`src/rtl/addsub_sat_seq_if.sv`:
```
// Handshake and data bundle for addsub_sat_seq.
// The master drives operands and consumes results; the slave is the arithmetic unit.
interface addsub_sat_seq_if #(
  parameter int WIDTH = 16
);
  logic             in_valid;
  logic             in_ready;
  logic [WIDTH-1:0] a;
  logic [WIDTH-1:0] b;
  logic [1:0]       op;
  logic             out_valid;
  logic             out_ready;
  logic [WIDTH-1:0] result;
  logic             ovf;
  logic             neg;
  logic             zero;
  logic [WIDTH-1:0] acc;

  modport master (
    output in_valid, a, b, op, out_ready,
    input  in_ready, out_valid, result, ovf, neg, zero, acc
  );

  modport slave (
    input  in_valid, a, b, op, out_ready,
    output in_ready, out_valid, result, ovf, neg, zero, acc
  );
endinterface

```
`src/rtl/addsub_sat_seq.sv`:
```
// Multi-cycle signed add/subtract with optional saturation and an accumulator.
// A single CHUNK-wide adder slice is reused N times per operation, LSB chunk first.
module addsub_sat_seq #(
  parameter int WIDTH    = 16,
  parameter int CHUNK    = 4,
  parameter bit SATURATE = 1'b1
) (
  input logic             clk,
  input logic             rst,
  addsub_sat_seq_if.slave bus
);
  localparam int N  = WIDTH / CHUNK;
  localparam int KW = (N > 1) ? $clog2(N) : 1;

  typedef enum logic [1:0] {IDLE, CALC, DONE} state_t;

  state_t state_q, state_d;

  logic signed [WIDTH-1:0] x_q, y_q, sum_q, sum_d, res_d;
  logic signed [WIDTH-1:0] result_q, acc_q;
  logic                    sub_q, acc_op_q, carry_q;
  logic [KW-1:0]           k_q;
  logic                    ovf_q, neg_q, zero_q;
  logic [CHUNK-1:0]        xc, yc;
  logic [CHUNK:0]          ext;
  logic                    last, c_msb, ovf_d;
  logic [31:0]             base;

  function automatic logic signed [WIDTH-1:0] sat_clamp(
    input logic signed [WIDTH-1:0] wrapped,
    input logic                    ovf,
    input logic                    x_sign
  );
    if (SATURATE && ovf)
      return x_sign ? {1'b1, {(WIDTH-1){1'b0}}} : {1'b0, {(WIDTH-1){1'b1}}};
    return wrapped;
  endfunction

  // Chunk adder: the MSB carry-in is recovered from the sum bit, so CHUNK=1 needs no special case
  always_comb begin
    last  = (k_q == KW'(N - 1));
    base  = 32'(k_q) * CHUNK;
    xc    = x_q[base +: CHUNK];
    yc    = y_q[base +: CHUNK] ^ {CHUNK{sub_q}};
    ext   = {1'b0, xc} + {1'b0, yc} + {{CHUNK{1'b0}}, carry_q};
    c_msb = ext[CHUNK-1] ^ xc[CHUNK-1] ^ yc[CHUNK-1];
    ovf_d = c_msb ^ ext[CHUNK];
    sum_d = sum_q;
    sum_d[base +: CHUNK] = ext[CHUNK-1:0];
    res_d = sat_clamp(sum_d, ovf_d, x_q[WIDTH-1]);
  end

  always_comb begin
    state_d = state_q;
    unique case (state_q)
      IDLE:    if (bus.in_valid)  state_d = CALC;
      CALC:    if (last)          state_d = DONE;
      DONE:    if (bus.out_ready) state_d = IDLE;
      default:                    state_d = IDLE;
    endcase
  end

  always_ff @(posedge clk) begin
    if (rst) begin
      state_q  <= IDLE;
      result_q <= '0;
      ovf_q    <= 1'b0;
      neg_q    <= 1'b0;
      zero_q   <= 1'b0;
      acc_q    <= '0;
    end else begin
      state_q <= state_d;
      if (state_q == CALC && last) begin
        result_q <= res_d;
        ovf_q    <= ovf_d;
        neg_q    <= res_d[WIDTH-1];
        zero_q   <= (res_d == '0);
        if (acc_op_q)
          acc_q <= res_d;
      end
    end
  end

  // Operand capture and chunk walk; these are always reloaded on accept so they need no reset
  always_ff @(posedge clk) begin
    if (state_q == IDLE && bus.in_valid) begin
      x_q      <= bus.op[1] ? acc_q : bus.a;
      y_q      <= bus.op[1] ? bus.a : bus.b;
      sub_q    <= bus.op[0];
      carry_q  <= bus.op[0];
      acc_op_q <= bus.op[1];
      k_q      <= '0;
    end else if (state_q == CALC) begin
      sum_q   <= sum_d;
      carry_q <= ext[CHUNK];
      k_q     <= k_q + KW'(1);
    end
  end

  assign bus.in_ready  = (state_q == IDLE);
  assign bus.out_valid = (state_q == DONE);
  assign bus.result    = result_q;
  assign bus.ovf       = ovf_q;
  assign bus.neg       = neg_q;
  assign bus.zero      = zero_q;
  assign bus.acc       = acc_q;
endmodule

```
`src/flat_wrapper.sv`:
```
// flat-port wrapper written by rule: the top's interface ports become plain ports
module addsub_sat_seq_flat 
#(
  parameter int WIDTH    = 16,
  parameter int CHUNK    = 4,
  parameter bit SATURATE = 1'b1
)
  (clk, rst, bus_in_valid, bus_a, bus_b, bus_op, bus_out_ready, bus_in_ready, bus_out_valid, bus_result, bus_ovf, bus_neg, bus_zero, bus_acc);
  addsub_sat_seq_if #(.WIDTH(WIDTH)) bus_i ();
  input logic clk;
  input logic rst;
  input wire logic [$bits(bus_i.in_valid)-1:0] bus_in_valid;
  input wire logic [$bits(bus_i.a)-1:0] bus_a;
  input wire logic [$bits(bus_i.b)-1:0] bus_b;
  input wire logic [$bits(bus_i.op)-1:0] bus_op;
  input wire logic [$bits(bus_i.out_ready)-1:0] bus_out_ready;
  output wire logic [$bits(bus_i.in_ready)-1:0] bus_in_ready;
  output wire logic [$bits(bus_i.out_valid)-1:0] bus_out_valid;
  output wire logic [$bits(bus_i.result)-1:0] bus_result;
  output wire logic [$bits(bus_i.ovf)-1:0] bus_ovf;
  output wire logic [$bits(bus_i.neg)-1:0] bus_neg;
  output wire logic [$bits(bus_i.zero)-1:0] bus_zero;
  output wire logic [$bits(bus_i.acc)-1:0] bus_acc;
  assign bus_i.in_valid = bus_in_valid;
  assign bus_i.a = bus_a;
  assign bus_i.b = bus_b;
  assign bus_i.op = bus_op;
  assign bus_i.out_ready = bus_out_ready;
  assign bus_in_ready = bus_i.in_ready;
  assign bus_out_valid = bus_i.out_valid;
  assign bus_result = bus_i.result;
  assign bus_ovf = bus_i.ovf;
  assign bus_neg = bus_i.neg;
  assign bus_zero = bus_i.zero;
  assign bus_acc = bus_i.acc;
  addsub_sat_seq #(.WIDTH(WIDTH), .CHUNK(CHUNK), .SATURATE(SATURATE)) u_core (.clk(clk), .rst(rst), .bus(bus_i));
endmodule
```
`config.mk`:
```
export PLATFORM = sky130hd
export DESIGN_NAME = addsub_sat_seq_flat
export DESIGN_NICKNAME = d
export VERILOG_FILES = /design/src/rtl/addsub_sat_seq_if.sv /design/src/rtl/addsub_sat_seq.sv /design/src/flat_wrapper.sv
export SDC_FILE = /design/constraint.sdc
export NUM_CORES = 1
export LEC_CHECK = 0
export ABC_CLOCK_PERIOD_IN_PS = 4440
export CORE_AREA = 2 2 94 96
export DETAILED_ROUTE_END_ITERATION = 7
export DIE_AREA = 0 0 96 98
export PLACE_DENSITY = 0.76
export SETUP_SLACK_MARGIN = 0.3
export SLEW_MARGIN = 0
export SYNTH_ARGS = -nofsm -noshare
export SYNTH_HDL_FRONTEND = slang
export SYNTH_SLANG_ARGS = --single-unit
```
`constraint.sdc`:
```
create_clock -name clk -period 4.44 [get_ports clk]
set_input_delay 0.888 -clock clk [delete_from_list [all_inputs] [get_ports clk]]
set_output_delay 0.888 -clock clk [all_outputs]
set_load 0.02 [all_outputs]
```
==> results.yml <==
floorplan:
  io_pins: 75
  num_rows: 34
  die_w_um: 96
  die_h_um: 98
  start_util_pct: 48.9
  dieArea_um2: 9410
  coreArea_um2: 8470
critical_path:
  critPathMaxFanout: 18
  required_ns: 4.72
  worst_path_max_delay_cell: "or3_1"
  critPathMaxStageDelay_ns: 0.62
  cp_cell_sequence: "buf_4 -> mux4_2 -> xor2_1 -> fa_1 -> a21o_1 -> a21oi_1 -> xnor2_2 -> xnor3_1 -> or3_1 -> nand2_1"
  critPathBufInv: 1
  cp-end-kind: "flop"
  arrival_ns: 4.19
  start_kind: "flop"
  critPathTopFamily: "XOR/XNOR gates"
  r2r_cells: 10
  worst-path-stages: 10
  crit_type: "flop to flop"
yosys:
  synth-edff-count: 51
  yosys_warnings: 0
  netlist-cell-type-count: 43
  synth_top_area_cell: "edfxtp_1"
  synth_area_leaders: "edfxtp_1 37%, dfxtp_1 18%, mux2_2 8.7%"
  synth.ff_latch_count: 89
  ys.flop_type: "edfxtp_1"
  synthAdderAreaFrac_pct: 3.69
  synthMuxAreaShare_pct: 13.3
  synth_top_family_by_area: "multiplexers"
  synth.avg_cell_area_um2: 12.6
  synthesis.area_um2: 4140
  synthTopCellsByCount: "51 x edfxtp_1, 39 x nand2_1, 38 x dfxtp_1"
  syn-instance-count: 328
  synth_simple_gate_area_share_pct: 9.04
  synth_most_common_cell: "edfxtp_1"
  synth_top_area_share_pct: 37.0
  yosysSeqAreaShare_pct: 55.4
  synthArstFlopShare_pct: 0
  syn-num-nets: 377
  synth_compound_area_share_pct: 11.2
  synth_xor_area_share_pct: 3.36
finish:
  utilization_pct: 61.0
  layout.nets: 448
  final_cells: 512
  insertedDiodeCount: 0
  nFillCells: 676
  drive_above_1_share_pct: 15.8
  area_delta_synth_final_pct: 24.8
cts:
  cts_sinks: 89
  cts_buffer_depth: 2
  cts_resized: 0
  clockRootBuffer: "clkbuf_8"
  cts.clk_slew.worst_paths_ns: 0.09
  hold_buffers: 0
  cts_tree: "yes"
  numCtsBuffers: 9
  clk_latency_ns: 0.36
  htree_levels: 3
  cts_setup_buffers: 0
timing:
  period_share_pct: 88.2
  setup_viol: 0
  tightest_slew_ns: 1.21
  hold_viol_final: 0
  worst_slack_ns: 0.525
  grt_setup_unrepaired: "no"
  relSlewSlack_pct: 19.4
  fmax_ghz: 0.255
  clock_skew_ns: 0.0143
  tns_ns: 0
  drv_slew: 0
  finalCriticalPeriod_ns: 3.91
grt:
  grt_usage_pct: 21.2
  grt_overflow: 0
  grt_max_degree: 37
  grt_pass1_wl_um: 15000
  antenna_found_initial: 0
  first_global_vias: 2887
placed_design:
  io_buffers: 74
  dp_hpwl_um: 6850
  dp_slack_ns: 0.573
  gp_congestion: 0.878
  placed_cells: 496
pwr:
  power.density_nw_per_um2: 487
  max-vdd-ir-drop_v: 0.000311
  power_leakage_nw: 2.03
route:
  drc: 0
  wire_per_inst_um: 18.8
  ant_nets: 0
  vias_per_cell: 5.73
  drt_iter0_markers: 266
  wl_um: 9600
  drt_pass1_iterations: 5
  vias: 2933
hold_path:
  hold_path.class: "flop to flop"
  hold_path_depth: 2
status:
  status: "completed"
run:
  drv_cap: 0
layout make-up:
cell class              instances  area (um2)  share of cell area, %
repair buffers                 81         793                   15.4
inverters                      17        63.8                   1.24
clock inverters                 3        20.0                  0.388
multi-input cells             201        1680                   32.5
well taps                     108         135                   2.62
clock buffers                  13         180                   3.49
flip-flops and latches         89        2290                   44.4
report_power, final:
group	total [mW]	switching, mW	internal, mW
registers	0.973	0.0229	0.951
logic	0.985	0.630	0.355
clock network	0.555	0.284	0.270
total	2.51	0.937	1.58
kinds of logic after synthesis:
family | Yosys count
flip-flops | 89
AND/OR/NAND/NOR | 79
AO/OA/AOI/OAI | 59
multiplexers | 41
buffers and inverters | 38
XOR/XNOR | 11
adder cells (fa/ha/maj) | 11
per-stage QoR:
step | cell area, um2 | total power, mW | hold WS, ns
4_1_cts | 5160 | 2.50 | 0.479
3_3_place_gp | 4960 | 1.95 | 0.455
2_1_floorplan | 4140 | 1.69 | 0.546
3_5_place_dp | 4960 | 1.96 | 0.457
6_report | 5160 | 2.51 | 0.476
5_1_grt | 5160 | 2.63 | 0.498
path summary, 6_finish.rpt:
path                                           start              endpoint  slack (ns)
worst max-delay path                   u_core.k_q[0]     u_core.bus.acc[6]        0.53
worst min-delay path            u_core.bus.result[7]  u_core.bus.result[7]        0.48
worst max register to register         u_core.k_q[0]     u_core.bus.acc[6]        0.53
worst min register to register  u_core.bus.result[7]  u_core.bus.result[7]        0.48
worst min-delay path, cell delays in order (launching register included):
cell	delay, ns
dfxtp_1	0.34
a32oi_1	0.06
nand2_1	0.06
routing by layer:
layer / GRT usage, % / routed length, um / vias up
met5: 0 / 0 / -
met4: 9.67 / 258 / 0
met3: 2.93 / 471 / 22
met2: 32.7 / 4800 / 106
met1: 29.7 / 4070 / 1431
li1: - / - / 1374
cell usage in the layout (no fill, tap or decap), drive strengths merged, types with 3 or more instances in the layout:
master,n
clkdlybuf4s50,74
edfxtp,51
nand2,39
dfxtp,38
mux2,32
a32oi,30
inv,19
clkbuf,13
nor2b,11
nor2,9
ha,9
mux4,8
a21oi,7
buf,7
o21ai,6
xnor2,5
nand3,4
a41o,4
xor2,4
o32ai,3
o22ai,3
nand2b,3
or4,3
sequential cells by signal (all words and copies together) (netlist names):
register / cells
u_core.sum_q: 16
u_core.sub_q: 1
u_core.state_q: 2
u_core.bus.neg: 1
u_core.acc_op_q: 1
u_core.k_q: 2
u_core.bus.zero: 1
u_core.y_q: 16
u_core.bus.result: 15
u_core.carry_q: 1
u_core.x_q: 16
u_core.bus.acc: 16
u_core.bus.ovf: 1
No activity file was read; power rests on OpenSTA's default activity.
